--- config.mk ---
export PLATFORM = sky130hd
export DESIGN_NAME = if_prefetch_buf
export DESIGN_NICKNAME = d
export VERILOG_FILES = /design/src/rtl/if_prefetch_buf_pkg.sv /design/src/rtl/if_prefetch_fifo.sv /design/src/rtl/if_prefetch_buf.sv
export SDC_FILE = /design/constraint.sdc
export NUM_CORES = 1
export LEC_CHECK = 0
export BUFFER_PORTS_ARGS = -buffer_cell sky130_fd_sc_hd__buf_2
export CAP_MARGIN = 20
export CORE_ASPECT_RATIO = 1.1
export CORE_MARGIN = 2
export CORE_UTILIZATION = 52
export DETAILED_ROUTE_END_ITERATION = 8
export PLACE_DENSITY = 0.85
export SETUP_SLACK_MARGIN = 0.02
export SYNTH_ARGS = -nofsm -noshare
export SYNTH_HDL_FRONTEND = slang
export SYNTH_HIERARCHICAL = 1
export SYNTH_SLANG_ARGS = --single-unit
--- constraint.sdc ---
create_clock -name clk -period 3.6 [get_ports clk]
set_input_delay 0.72 -clock clk [delete_from_list [all_inputs] [get_ports clk]]
set_output_delay 0.72 -clock clk [all_outputs]
set_load 0.02 [all_outputs]
--- src/rtl/if_prefetch_buf_pkg.sv ---
// Shared types and constants for the instruction prefetch buffer.
//   - bus widths and chip-enable levels used by the fetch side
//   - fetch FSM state encoding
//   - queue entry layout {inst, pc} (64 bits)
//   - helper to word-align a redirect target
package if_prefetch_buf_pkg;

  localparam int unsigned InstAddrBus = 32;
  localparam int unsigned InstBus     = 32;

  localparam logic ChipEnable  = 1'b1;
  localparam logic ChipDisable = 1'b0;

  localparam logic [InstAddrBus-1:0] ResetPcDefault = 32'h0000_0000;

  typedef enum logic {
    StIdle  = 1'b0,
    StFetch = 1'b1
  } fetch_state_e;

  typedef struct packed {
    logic [InstBus-1:0]     inst;
    logic [InstAddrBus-1:0] pc;
  } fetch_entry_t;

  // Instructions are word aligned; the low two address bits are dropped.
  function automatic logic [InstAddrBus-1:0] align_pc(input logic [InstAddrBus-1:0] pc);
    return pc & 32'hFFFF_FFFC;
  endfunction

endpackage

--- src/rtl/if_prefetch_fifo.sv ---
// Circular queue of fetched instruction entries.
//   clk, rst  : clock, asynchronous active-high reset
//   flush_i   : discard all entries (priority over push/pop)
//   push_i    : write wdata_i at tail
//   pop_i     : drop head entry
//   wdata_i   : entry to write
//   rdata_o   : head entry, reads 0 while empty
//   count_o   : number of valid entries (0..DEPTH)
// The caller guarantees push only when not full or when popping in the same cycle.
module if_prefetch_fifo
  import if_prefetch_buf_pkg::*;
#(
  parameter int unsigned DEPTH = 4
) (
  input  logic                         clk,
  input  logic                         rst,
  input  logic                         flush_i,
  input  logic                         push_i,
  input  logic                         pop_i,
  input  fetch_entry_t                 wdata_i,
  output fetch_entry_t                 rdata_o,
  output logic [$clog2(DEPTH+1)-1:0]   count_o
);

  localparam int unsigned PtrW = (DEPTH > 1) ? $clog2(DEPTH) : 1;
  localparam int unsigned CntW = $clog2(DEPTH + 1);

  fetch_entry_t mem_q [DEPTH];

  logic [PtrW-1:0] head_q, head_d;
  logic [PtrW-1:0] tail_q, tail_d;
  logic [CntW-1:0] count_q, count_d;

  always_comb begin
    head_d  = head_q;
    tail_d  = tail_q;
    count_d = count_q;
    if (flush_i) begin
      head_d  = '0;
      tail_d  = '0;
      count_d = '0;
    end else begin
      // DEPTH is a power of two, so pointer overflow wraps naturally.
      if (push_i) tail_d = tail_q + PtrW'(1);
      if (pop_i)  head_d = head_q + PtrW'(1);
      if (push_i && !pop_i)      count_d = count_q + CntW'(1);
      else if (!push_i && pop_i) count_d = count_q - CntW'(1);
    end
  end

  always_ff @(posedge clk or posedge rst) begin
    if (rst) begin
      head_q  <= '0;
      tail_q  <= '0;
      count_q <= '0;
    end else begin
      head_q  <= head_d;
      tail_q  <= tail_d;
      count_q <= count_d;
    end
  end

  // Storage needs no reset: the read port is gated while empty.
  always_ff @(posedge clk) begin
    if (push_i && !flush_i) begin
      mem_q[tail_q] <= wdata_i;
    end
  end

  always_comb begin
    rdata_o = '0;
    if (count_q != '0) rdata_o = mem_q[head_q];
  end

  assign count_o = count_q;

endmodule

--- src/rtl/if_prefetch_buf.sv ---
// Instruction prefetch buffer between the CPU fetch port and the instruction ROM.
//   clk, rst       : clock, asynchronous active-high reset
//   rom_ce_o       : ROM read enable, high in cycles where a word is captured
//   rom_addr_o     : ROM byte address (current fetch pc)
//   rom_data_i     : ROM read data, combinational on rom_addr_o
//   inst_valid_o   : head entry holds an instruction
//   inst_o         : head instruction word
//   inst_pc_o      : address of head instruction
//   inst_ready_i   : CPU consumes head when high with inst_valid_o
//   redirect_i     : flush queue and restart fetch at redirect_pc_i
//   redirect_pc_i  : new fetch address, low two bits ignored
module if_prefetch_buf
  import if_prefetch_buf_pkg::*;
#(
  parameter int unsigned          DEPTH    = 4,
  parameter logic [InstAddrBus-1:0] RESET_PC = ResetPcDefault
) (
  input  logic                   clk,
  input  logic                   rst,
  output logic                   rom_ce_o,
  output logic [InstAddrBus-1:0] rom_addr_o,
  input  logic [InstBus-1:0]     rom_data_i,
  output logic                   inst_valid_o,
  output logic [InstBus-1:0]     inst_o,
  output logic [InstAddrBus-1:0] inst_pc_o,
  input  logic                   inst_ready_i,
  input  logic                   redirect_i,
  input  logic [InstAddrBus-1:0] redirect_pc_i
);

  localparam int unsigned CntW = $clog2(DEPTH + 1);

  fetch_state_e           state_q, state_d;
  logic [InstAddrBus-1:0] fetch_pc_q, fetch_pc_d;

  logic            push;
  logic            pop;
  logic            full;
  logic [CntW-1:0] count;
  fetch_entry_t    wdata;
  fetch_entry_t    rdata;

  assign full         = (count == CntW'(DEPTH));
  assign inst_valid_o = (count != '0);

  // Redirect wins over both queue operations.
  assign pop  = inst_valid_o && inst_ready_i && !redirect_i;
  // A full queue may still accept a word if the head leaves this cycle.
  assign push = (state_q == StFetch) && !redirect_i && (!full || pop);

  assign rom_ce_o   = push ? ChipEnable : ChipDisable;
  assign rom_addr_o = fetch_pc_q;

  assign wdata.inst = rom_data_i;
  assign wdata.pc   = fetch_pc_q;

  always_comb begin
    state_d    = state_q;
    fetch_pc_d = fetch_pc_q;
    unique case (state_q)
      StIdle:  state_d = StFetch;
      StFetch: state_d = StFetch;
      default: state_d = StIdle;
    endcase
    if (redirect_i) begin
      fetch_pc_d = align_pc(redirect_pc_i);
    end else if (push) begin
      fetch_pc_d = fetch_pc_q + 32'd4;
    end
  end

  always_ff @(posedge clk or posedge rst) begin
    if (rst) begin
      state_q    <= StIdle;
      fetch_pc_q <= RESET_PC;
    end else begin
      state_q    <= state_d;
      fetch_pc_q <= fetch_pc_d;
    end
  end

  if_prefetch_fifo #(
    .DEPTH (DEPTH)
  ) u_fifo (
    .clk     (clk),
    .rst     (rst),
    .flush_i (redirect_i),
    .push_i  (push),
    .pop_i   (pop),
    .wdata_i (wdata),
    .rdata_o (rdata),
    .count_o (count)
  );

  assign inst_o    = rdata.inst;
  assign inst_pc_o = rdata.pc;

endmodule

==> tab_implementation.tex, run 1 <==
\begin{tabular}{lr}
\hline
Metric & Value \\
\hline
\multicolumn{2}{l}{\textbf{Logic synthesis}} \\
Library cells used by synthesis & 46 \\
EDFF count, synth & 256 \\
Main flop type after synthesis & sky130\_fd\_sc\_hd\_\_edfxtp\_1 \\
Cell accounting for the most synthesized area & sky130\_fd\_sc\_hd\_\_edfxtp\_1 \\
Share of async-settable or async-resettable flops after synthesis & 0.129 \\
Avg Inst Size Synth & roughly 18 um\^{}2 \\
Cell types occupying the most area after synthesis & sky130\_fd\_sc\_hd\_\_edfxtp\_1 64\%, sky130\_fd\_sc\_hd\_\_mux4\_2 12\%, sky130\_fd\_sc\_hd\_\_dfrtp\_1 7.9\% \\
Gate Count Post-Synth & around 680 \\
Seq cells post-synth & $\sim$300 \\
Ys Warns & 6 \\
Combined area of all synthesized cells & 12100 um\^{}2 \\
Portion of the post-synthesis area used by sequential elements & 0.717 \\
Top cells by instance count after synthesis & 256 x sky130\_fd\_sc\_hd\_\_edfxtp\_1, 67 x sky130\_fd\_sc\_hd\_\_nor2b\_1, 64 x sky130\_fd\_sc\_hd\_\_mux4\_2 \\
Dominant cell by count in the synthesized netlist & sky130\_fd\_sc\_hd\_\_edfxtp\_1 \\
Area fraction of the dominant cell type after synthesis & 0.638 \\
\multicolumn{2}{l}{\textbf{STA}} \\
Slew @ Worst Pin & roughly 730 ps \\
Peak clock frequency supported by timing & 311 MHz \\
Setup TNS & 0 ps \\
RSZ-0062 raised after global routing & no \\
Setup violation total in the final timing report & 0 \\
Final hold violations & 0 \\
Final critical delay including setup and external delays & between 3000 and 4000 ps \\
Remaining max-slew budget at the tightest pin & 0.508 \\
Final worst-path cycle share & 0.894 \\
Max-slew violation total from the final report & 0 \\
Setup skew after layout & 8.92 ps \\
Worst setup slack after layout & 381 ps \\
\multicolumn{2}{l}{\textbf{Setup path}} \\
Critical path's largest stage delay & 740 ps \\
Worst-path cell chain & buf\_12 -> mux4\_2 -> nor2b\_1 -> buf\_2 \\
Kind of start point of the critical path & flip-flop \\
Crit-path max FO & 23 \\
Crit Reg-Reg Endpoint & u\_fifo/count\_o[2] \\
Register-to-Register Path Depth & 8 \\
Data arrival at the endpoint of the critical path & 2500 ps \\
Setup Crit Path Kind & reg2out \\
Data required time of the critical path & around 2900 ps \\
Worst reg2reg path startpoint & u\_fifo/count\_o[1] \\
Worst R2R Setup Slack & between 600 and 700 ps \\
Endpoint type of the worst setup path & primary output \\
Slowest library cell on the worst path & sky130\_fd\_sc\_hd\_\_dfrtp\_4 \\
\multicolumn{2}{l}{\textbf{Power and ir drop}} \\
Net switching power of the design & roughly 2300 uW \\
Internal Dissipation & 6190 uW \\
Peak VDD IR & around 0.00044 V \\
Relative contribution of sequential cells to total power & 0.469 \\
Clock share of power & 0.355 \\
Combinational Power Share & 0.177 \\
Power per unit of standard cell area & 595 nW/um\^{}2 \\
Total leakage power & $\sim$0.005 uW \\
Net switching fraction of the power & 0.271 \\
\multicolumn{2}{l}{\textbf{Hold path}} \\
Worst min-delay path class & in2async \\
\multicolumn{2}{l}{\textbf{GRT}} \\
Initial antenna violation count & 1 \\
Total global routing overflow & 0 \\
Global-route wire length before repair & slightly below 40000 um \\
All-Layer GR Usage & 0.207 \\
Via count of the first global-routing pass & approximately 6700 \\
Pin count of the biggest net entering global routing & 53 \\
\multicolumn{2}{l}{\textbf{Place}} \\
Worst slack after detailed placement & about 480 ps \\
Post-detailed-placement half-perimeter wirelength & 15900 um \\
Number of buffers inserted by port buffering & 161 \\
Gp weighted congestion & 0.816 \\
\multicolumn{2}{l}{\textbf{CTS}} \\
Number of buffers added for setup after CTS & 0 \\
Clock slew at reported path FFs & $\sim$60 ps \\
Sink Count & about 290 \\
Hold-fix buffer count after cts & 0 \\
CTS tree & done \\
Worst-case clock buffer depth & 3 \\
Root buf cell & sky130\_fd\_sc\_hd\_\_clkbuf\_16 \\
Insertion delay to the later sink of the worst-skew pair & between 500 and 600 ps \\
Maximum level of the CTS H-tree & 1 \\
Post-cts repair resize count & 0 \\
CTS buffer count & 29 \\
\multicolumn{2}{l}{\textbf{Floorplan}} \\
Initial core utilization & 0.529 \\
Row count & just under 60 \\
Vertical die dimension & $\sim$160 um \\
Die Wd & approximately 150 um \\
Core area & 22800 um\^{}2 \\
IO Pins & roughly 170 \\
Total die area & 24400 um\^{}2 \\
\multicolumn{2}{l}{\textbf{Route}} \\
Post-route DRC violation count & 0 \\
Detailed Route WL & between 20000 and 25000 um \\
Vias per std cell & about 5.7 \\
Post-DR wirelength/cell & between 20 and 25 um \\
First-pass DRT Iterations & 5 \\
Detailed router's first-iteration violation count & around 490 \\
Final ANT Viol Nets & 0 \\
Routed via count & $\sim$6800 \\
\multicolumn{2}{l}{\textbf{Status}} \\
Result of the run & finished clean \\
\multicolumn{2}{l}{\textbf{Job}} \\
Max-capacitance violation count & 0 \\
\multicolumn{2}{l}{\textbf{Finish}} \\
Area delta synth->final & 18.5\% \\
Final Util & 0.627 \\
Post-layout nets & $\sim$940 \\
Share of cells above drive strength 1 & 0.343 \\
\hline
\end{tabular}
-- routing by layer --
metal | vias to the layer above | track usage | part of all wire
met3 | 31 | 0.0352 | 0.078
li1 | 3069 | - | -
met1 | 3401 | 0.283 | 0.40
met2 | 289 | 0.356 | 0.51
met4 | 0 | 0.0424 | 0.016
met5 | - | 0 | 0
-- power groups by stage --
| stage | Sequential [uW] | Combinational [uW] | Clock [uW] |
|---|---|---|---|
| 3_5_place_dp | 4050 | 1520 | 0 |
| 6_report | 3980 | 1500 | 3010 |
| 3_3_place_gp | 4050 | 1500 | 0 |
| 2_1_floorplan | 4020 | 986 | 0 |
| 4_1_cts | 3980 | 1530 | 3070 |
| 5_1_grt | 4000 | 1620 | 3200 |
-- cell type report --
class | instances | area (um^2)
sequential | 294 | 8650
timing repair buffer | 182 | 1040
clock buffer | 33 | 761
inverter | 11 | 41.3
multi-input combinational | 346 | 3210
antenna | 1 | 2.50
clock inverter | 20 | 209
tap | 300 | 375
fill | 1615 | 8510
-- metrics by stage --
step           area, um^2  total power (uW)  hold WS (ps)  cells
2_1_floorplan       12100              5000           523    688
3_3_place_gp        13300              5550           566   1133
3_5_place_dp        13300              5570           574   1133
4_1_cts             14300              8580           114   1186
5_1_grt             14300              8830           114   1186
6_report            14300              8500           125   1187
-- cell families (layout without fill, tap and decap cells) --
group           count (synthesis)  count (layout)  synth area share
other cells                     2              12          0.000623
buf+inv                        48             246            0.0213
mux                            66              66             0.121
flops                         294             294             0.717
compound gates                 50              50            0.0271
simple gates                  201             201            0.0972
fa+ha+maj                       7               7           0.00789
xor+xnor                       11              11           0.00799
-- worst max-delay path: cells and delay by family, from the launching register on --
kind          cells  cell delay (ps)
flops             1              740
mux               1              540
buf+inv           2              490
simple gates      1              170
-- worst max-delay path by stage --
stage | cells past startpoint | from | slack (ps) | end
6_report | 4 | u_fifo/head_q[0] | 380 | inst_pc_o[15]
3_5_place_dp | 9 | inst_ready_i | 480 | u_fifo/count_o[2]
4_1_cts | 4 | u_fifo/head_q[0] | 310 | inst_pc_o[15]
3_3_place_gp | 9 | inst_ready_i | 530 | u_fifo/count_o[2]
2_1_floorplan | 6 | redirect_i | 290 | u_fifo/mem_q[0][0]
5_1_grt | 4 | u_fifo/head_q[0] | 230 | inst_pc_o[15]
-- sequential cells by signal (all words and copies together), names as in the netlist --
signal and count:
u_fifo/count_o 3, u_fifo/tail_q 2, rom_addr_o 30, u_fifo/mem_q 256
state_q 1, u_fifo/head_q 2
-- cell usage in the layout (no fill, tap or decap), types with 3 or more instances in the layout --
cell type                    synthesis  routed
sky130_fd_sc_hd__xnor2_1             3       3
sky130_fd_sc_hd__o211ai_1            7       7
sky130_fd_sc_hd__ha_1                6       6
sky130_fd_sc_hd__clkinv_2            0       6
sky130_fd_sc_hd__nand3_1            19      19
sky130_fd_sc_hd__a21oi_1             3       3
sky130_fd_sc_hd__o31ai_1             9       9
sky130_fd_sc_hd__buf_4               4      15
sky130_fd_sc_hd__buf_12              0       6
sky130_fd_sc_hd__a31oi_1            12      12
sky130_fd_sc_hd__clkbuf_16           0      29
sky130_fd_sc_hd__inv_1              10      10
sky130_fd_sc_hd__xor2_1              8       8
sky130_fd_sc_hd__or4_1              21      21
sky130_fd_sc_hd__nor2_1             23      23
sky130_fd_sc_hd__clkinvlp_4          0       3
sky130_fd_sc_hd__nand4_1            12      12
sky130_fd_sc_hd__nand2_1            28      28
sky130_fd_sc_hd__edfxtp_1          256     256
sky130_fd_sc_hd__nor2b_1            67      67
sky130_fd_sc_hd__or3_1               5       5
sky130_fd_sc_hd__bufinv_16           0       4
sky130_fd_sc_hd__and2_4              0       4
sky130_fd_sc_hd__clkinv_1            1       6
sky130_fd_sc_hd__and3_1              4       4
sky130_fd_sc_hd__o21ai_0            13      13
sky130_fd_sc_hd__and2_1              8       4
sky130_fd_sc_hd__buf_2               9     161
sky130_fd_sc_hd__conb_1              2      11
sky130_fd_sc_hd__dfrtp_1            38      36
sky130_fd_sc_hd__mux4_2             64      64
Power figures use the tool's default switching activity.
==> run 2, diff against run 1 <==
CORE_UTILIZATION = 40   (was 52)
PLACE_DENSITY = 0.7   (was 0.85)
==> run 2 against run 1 <==
  * Sequential power is essentially flat
  * Highest routed layer unchanged
  * Combinational power about the same
  * Worst hold slack improved by 10 ps
  * Largest power group unchanged
  * Register-to-register slack better by 110 ps
  * Clock skew increased by 2.5 ps
  * Routed wire length grew 5.4%
  * Power is 0.70% lower
==> tab_implementation.tex, run 2 (same netlist as run 1, synthesis figures left out) <==
\begin{tabular}{lr}
\hline
Metric & Value \\
\hline
\multicolumn{2}{l}{\textbf{CTS}} \\
Clock slew at reported path FFs & 70 ps \\
Number of buffers added for setup after CTS & 0 \\
Maximum level of the CTS H-tree & 1 \\
Post-cts repair resize count & 0 \\
Hold-fix buffer count after cts & 0 \\
CTS buffer count & 29 \\
Sink Count & between 200 and 300 \\
Worst-case clock buffer depth & 3 \\
Root buf cell & sky130\_fd\_sc\_hd\_\_clkbuf\_16 \\
CTS tree & done \\
Insertion delay to the later sink of the worst-skew pair & 540 ps \\
\multicolumn{2}{l}{\textbf{Job}} \\
Max-capacitance violation count & 0 \\
\multicolumn{2}{l}{\textbf{GRT}} \\
Pin count of the biggest net entering global routing & 65 \\
Total global routing overflow & 0 \\
All-Layer GR Usage & 0.168 \\
Global-route wire length before repair & $\sim$40000 um \\
Initial antenna violation count & 0 \\
Via count of the first global-routing pass & between 6000 and 7000 \\
\multicolumn{2}{l}{\textbf{Finish}} \\
Reg area & 8650 um\^{}2 \\
Share of cells above drive strength 1 & 0.335 \\
Post-layout nets & $\sim$940 \\
Most common library cell in the layout ignoring fill and taps & sky130\_fd\_sc\_hd\_\_edfxtp\_1 \\
Area used by multi-input combinational logic & about 3200 um\^{}2 \\
Number of filler cells placed in the layout & roughly 2500 \\
Area delta synth->final & 18.9\% \\
Most frequent cells in the layout & 256 x sky130\_fd\_sc\_hd\_\_edfxtp\_1, 161 x sky130\_fd\_sc\_hd\_\_buf\_2, 67 x sky130\_fd\_sc\_hd\_\_nor2b\_1 \\
Number of flip-flops in the largest register & about 260 \\
Reg with most FFs & u\_fifo/mem\_q \\
Final non-filler cell total & 1258 \\
\multicolumn{2}{l}{\textbf{Status}} \\
Result of the run & finished clean \\
\multicolumn{2}{l}{\textbf{Setup path}} \\
Register-to-Register Path Depth & 8 \\
Endpoint type of the worst setup path & primary output \\
Crit-path max FO & 26 \\
Data required time of the critical path & roughly 2900 ps \\
Kind of start point of the critical path & flip-flop \\
Data arrival at the endpoint of the critical path & roughly 2500 ps \\
Setup Crit Path Kind & reg2out \\
\multicolumn{2}{l}{\textbf{Route}} \\
Post-DR wirelength/cell & 20.9 um \\
Detailed Route WL & between 20000 and 30000 um \\
Routed via count & just under 7000 \\
Detailed router's first-iteration violation count & 535 \\
Vias per std cell & between 5 and 6 \\
Final ANT Viol Nets & 0 \\
First-pass DRT Iterations & 5 \\
Post-route DRC violation count & 0 \\
\multicolumn{2}{l}{\textbf{STA}} \\
Setup TNS & 0 ps \\
RSZ-0062 raised after global routing & no \\
Slew @ Worst Pin & about 730 ps \\
Max-slew violation total from the final report & 0 \\
Remaining max-slew budget at the tightest pin & 0.508 \\
Setup violation total in the final timing report & 0 \\
Final critical delay including setup and external delays & roughly 3200 ps \\
Peak clock frequency supported by timing & approximately 310 MHz \\
Setup skew after layout & about 11 ps \\
Final worst-path cycle share & 0.883 \\
Final hold violations & 0 \\
\multicolumn{2}{l}{\textbf{Power and ir drop}} \\
Power per unit of standard cell area & 589 nW/um\^{}2 \\
Total leakage power & roughly 0.0050 uW \\
Peak VDD IR & $\sim$0.00033 V \\
\multicolumn{2}{l}{\textbf{Place}} \\
Gp weighted congestion & roughly 0.8 \\
Number of buffers inserted by port buffering & roughly 160 \\
Post-detailed-placement half-perimeter wirelength & about 17000 um \\
Number of placed instances with taps included & 1203 \\
\multicolumn{2}{l}{\textbf{Floorplan}} \\
Initial core utilization & 0.407 \\
Die Wd & 170 um \\
IO Pins & between 150 and 200 \\
Total die area & 31500 um\^{}2 \\
Core area & roughly 30000 um\^{}2 \\
Vertical die dimension & 186 um \\
Row count & 66 \\
\multicolumn{2}{l}{\textbf{Hold path}} \\
Worst min-delay path class & in2async \\
\hline
\end{tabular}
run 2: layer usage:
layer	vias to the layer above	routed length [um]	track usage
li1	3054	-	-
met3	33	1770	0.0304
met1	3495	11400	0.230
met5	-	0	0
met2	247	12800	0.282
met4	0	351	0.0359
run 2: final cells by class:
class	count	area share
Timing Repair Buffer	178	0.0721
Clock inverter	14	0.00882
Multi-Input combinational cell	346	0.224
Tap cell	374	0.0326
Antenna cell	1	0.000175
Clock buffer	40	0.0563
Inverter	11	0.00288
Sequential cell	294	0.603
run 2: per-stage QoR:
step,setup slack [ps],instance area [um^2],utilization,total power (uW),hold WS (ps)
after floorplan,291,12100,-,5000,523
after global placement,495,13400,0.452,5590,566
after detailed placement,471,13400,0.452,5610,583
after CTS,351,14300,0.483,8540,121
after global routing,278,14300,0.483,8790,145
final,420,14300,0.483,8440,135
run 2: report_power, final:
part	total [uW]	switching, uW	leakage, uW	internal [uW]
Combinational	1530	956	0.00175	574
Sequential	3980	152	0.00276	3830
Clock	2930	1230	0.000451	1710
run 2: worst max-delay path: stages, from the launching register on:
cell	delay, ps
sky130_fd_sc_hd__dfrtp_4	670
sky130_fd_sc_hd__buf_12	300
sky130_fd_sc_hd__mux4_2	530
sky130_fd_sc_hd__nor2b_1	180
sky130_fd_sc_hd__buf_2	210
run 2: path summary, 6_finish.rpt:
check                                      endpoint  slack (ps)               from
worst max-delay path                  inst_pc_o[17]         420   u_fifo/head_q[0]
worst min-delay path              u_fifo/count_o[0]         140                rst
worst max register to register    u_fifo/count_o[2]         790  u_fifo/count_o[1]
worst min register to register     u_fifo/tail_q[1]         590   u_fifo/tail_q[1]
max in group asynchronous            rom_addr_o[17]        2810                rst
min in group clk                u_fifo/mem_q[0][53]         390     rom_data_i[21]
==> run 3, diff against run 2 <==
CTS_BUF_LIST = sky130_fd_sc_hd__clkbuf_8   (was default)
==> run 3 against run 2 <==
  * Clock power shrank 14%
  * Sequential share of layout area up 0.47 points
  * Register-to-register slack about the same
  * Sequential cell count stayed put
  * Setup slack got worse by 3.4 ps
  * Largest power group unchanged
  * Non-clock buffer count unchanged
  * Via count rose by 1.8%
  * Clock skew rose by 1.3 ps
  * Die area unchanged
  * Worst hold slack worse by 0.63 ps
  * Critical endpoint is now inst_pc_o[19]
  * Cell count grew 2.1%
  * Critical path depth stayed put
==> tab_implementation.tex, run 3 (same netlist as run 1, synthesis figures left out) <==
\begin{tabular}{lr}
\hline
Metric & Value \\
\hline
\multicolumn{2}{l}{\textbf{CTS}} \\
Number of buffers added for setup after CTS & 0 \\
Root buf cell & sky130\_fd\_sc\_hd\_\_clkbuf\_8 \\
Worst-case clock buffer depth & 3 \\
Hold-fix buffer count after cts & 0 \\
Post-cts repair resize count & 0 \\
CTS tree & done \\
CTS buffer count & 47 \\
Maximum level of the CTS H-tree & 2 \\
Sink Count & a little under 300 \\
Insertion delay to the later sink of the worst-skew pair & 540 ps \\
Clock slew at reported path FFs & 60 ps \\
\multicolumn{2}{l}{\textbf{Setup path}} \\
Kind of start point of the critical path & flip-flop \\
Crit Reg-Reg Endpoint & u\_fifo/count\_o[2] \\
Crit-path max FO & 26 \\
Register-to-Register Path Depth & 8 \\
Worst reg2reg path startpoint & u\_fifo/count\_o[1] \\
Setup Crit Path Kind & reg2out \\
Worst R2R Setup Slack & between 700 and 800 ps \\
Endpoint type of the worst setup path & primary output \\
Data required time of the critical path & 2880 ps \\
Data arrival at the endpoint of the critical path & $\sim$2500 ps \\
\multicolumn{2}{l}{\textbf{Route}} \\
Post-route DRC violation count & 0 \\
Final ANT Viol Nets & 0 \\
Detailed Route WL & roughly 27000 um \\
Post-DR wirelength/cell & 20.8 um \\
Detailed router's first-iteration violation count & roughly 520 \\
First-pass DRT Iterations & 5 \\
Vias per std cell & approximately 5.4 \\
Routed via count & between 6000 and 7000 \\
\multicolumn{2}{l}{\textbf{STA}} \\
Setup skew after layout & between 10 and 15 ps \\
Peak clock frequency supported by timing & $\sim$310 MHz \\
Final critical delay including setup and external delays & between 3000 and 4000 ps \\
Setup TNS & 0 ps \\
Slew @ Worst Pin & approximately 740 ps \\
Final worst-path cycle share & 0.884 \\
Remaining max-slew budget at the tightest pin & 0.504 \\
Max-slew violation total from the final report & 0 \\
Worst setup slack after layout & $\sim$420 ps \\
RSZ-0062 raised after global routing & no \\
Final hold violations & 0 \\
Setup violation total in the final timing report & 0 \\
\multicolumn{2}{l}{\textbf{Power and ir drop}} \\
Clock share of power & 0.315 \\
Internal Dissipation & about 5700 uW \\
Relative contribution of sequential cells to total power & 0.495 \\
Power per unit of standard cell area & $\sim$570 nW/um\^{}2 \\
Combinational Power Share & 0.190 \\
Total leakage power & 0.00499 uW \\
Net switching power of the design & about 2300 uW \\
Net switching fraction of the power & 0.289 \\
Peak VDD IR & 0.000283 V \\
\multicolumn{2}{l}{\textbf{GRT}} \\
Global-route wire length before repair & just over 40000 um \\
Total global routing overflow & 0 \\
All-Layer GR Usage & 0.171 \\
Initial antenna violation count & 0 \\
Pin count of the biggest net entering global routing & 65 \\
Via count of the first global-routing pass & a little over 7000 \\
\multicolumn{2}{l}{\textbf{Floorplan}} \\
IO Pins & between 150 and 200 \\
Vertical die dimension & 186 um \\
Total die area & 31500 um\^{}2 \\
Row count & between 60 and 70 \\
Core area & between 20000 and 30000 um\^{}2 \\
Initial core utilization & 0.407 \\
Die Wd & between 150 and 200 um \\
\multicolumn{2}{l}{\textbf{Finish}} \\
Most frequent cells in the layout & 256 x sky130\_fd\_sc\_hd\_\_edfxtp\_1, 161 x sky130\_fd\_sc\_hd\_\_buf\_2, 67 x sky130\_fd\_sc\_hd\_\_nor2b\_1 \\
Reg with most FFs & u\_fifo/mem\_q \\
Share of cells above drive strength 1 & 0.339 \\
Reg area & 8650 um\^{}2 \\
Area used by multi-input combinational logic & roughly 3200 um\^{}2 \\
Post-layout nets & 953 \\
Number of flip-flops in the largest register & around 260 \\
Number of filler cells placed in the layout & approximately 2500 \\
Most common library cell in the layout ignoring fill and taps & sky130\_fd\_sc\_hd\_\_edfxtp\_1 \\
Area delta synth->final & 18.0\% \\
\multicolumn{2}{l}{\textbf{Place}} \\
Post-detailed-placement half-perimeter wirelength & approximately 17000 um \\
Worst slack after detailed placement & $\sim$470 ps \\
Gp weighted congestion & between 0.7 and 0.8 \\
Number of buffers inserted by port buffering & roughly 160 \\
\multicolumn{2}{l}{\textbf{Job}} \\
Max-capacitance violation count & 0 \\
\multicolumn{2}{l}{\textbf{Status}} \\
Result of the run & finished clean \\
\multicolumn{2}{l}{\textbf{Hold path}} \\
Worst min-delay path class & in2async \\
\hline
\end{tabular}
-- run 3: cell types whose count changed in the layout (fill, tap and decap cells not counted), moves of 2 or more --
cell,change
sky130_fd_sc_hd__clkinv_1,+7
sky130_fd_sc_hd__clkinvlp_4,-2
sky130_fd_sc_hd__inv_1,+14
sky130_fd_sc_hd__clkbuf_8,+45
sky130_fd_sc_hd__clkbuf_1,-7
sky130_fd_sc_hd__clkbuf_16,-29
-- run 3: worst max-delay path by stage --
| stage | start | endpoint | slack [ps] | cells past startpoint |
|---|---|---|---|---|
| after CTS | u_fifo/head_q[0] | inst_pc_o[19] | 310 | 4 |
| after global placement | inst_ready_i | u_fifo/count_o[2] | 490 | 9 |
| final | u_fifo/head_q[0] | inst_pc_o[19] | 420 | 4 |
| after floorplan | redirect_i | u_fifo/mem_q[0][0] | 290 | 6 |
| after global routing | u_fifo/head_q[0] | inst_pc_o[14] | 250 | 4 |
| after detailed placement | inst_ready_i | u_fifo/count_o[2] | 470 | 9 |
-- run 3: final cells by class --
type	count	share of cell area
tap	374	0.0329
multi-input combinational	346	0.226
clock buffer	49	0.0474
timing repair buffer	178	0.0727
antenna	1	0.000176
inverter	11	0.00290
sequential	294	0.608
clock inverter	31	0.0104
-- run 3: power by group through the flow --
stage	clock, uW	combinational, uW	sequential [uW]
2_1_floorplan	0	986	4020
3_3_place_gp	0	1550	4040
3_5_place_dp	0	1560	4050
4_1_cts	2620	1560	3980
5_1_grt	2770	1660	4000
6_report	2530	1530	3980
-- run 3: through the flow --
| stage | power (uW) | instances | util | instance area (um^2) | hold slack [ps] |
|---|---|---|---|---|---|
| 5_1_grt | 8430 | 1283 | 0.480 | 14200 | 127 |
| 3_5_place_dp | 5610 | 1203 | 0.452 | 13400 | 583 |
| 3_3_place_gp | 5590 | 1203 | 0.452 | 13400 | 566 |
| 6_report | 8040 | 1284 | 0.480 | 14200 | 134 |
| 4_1_cts | 8160 | 1283 | 0.480 | 14200 | 103 |
| 2_1_floorplan | 5000 | 688 | - | 12100 | 523 |
-- run 3: critical path, cell delays in order, from the launching register on --
cell                      delay [ps]
sky130_fd_sc_hd__dfrtp_4         680
sky130_fd_sc_hd__buf_12          290
sky130_fd_sc_hd__mux4_2          530
sky130_fd_sc_hd__nor2b_1         180
sky130_fd_sc_hd__buf_2           210
-- run 3: routing by layer --
layer | vias up | wire, um | global-route usage
li1 | 3089 | - | -
met1 | 3574 | 11500 | 0.228
met2 | 257 | 13200 | 0.285
met3 | 29 | 1720 | 0.0376
met4 | 0 | 359 | 0.0458
met5 | - | 0 | 0
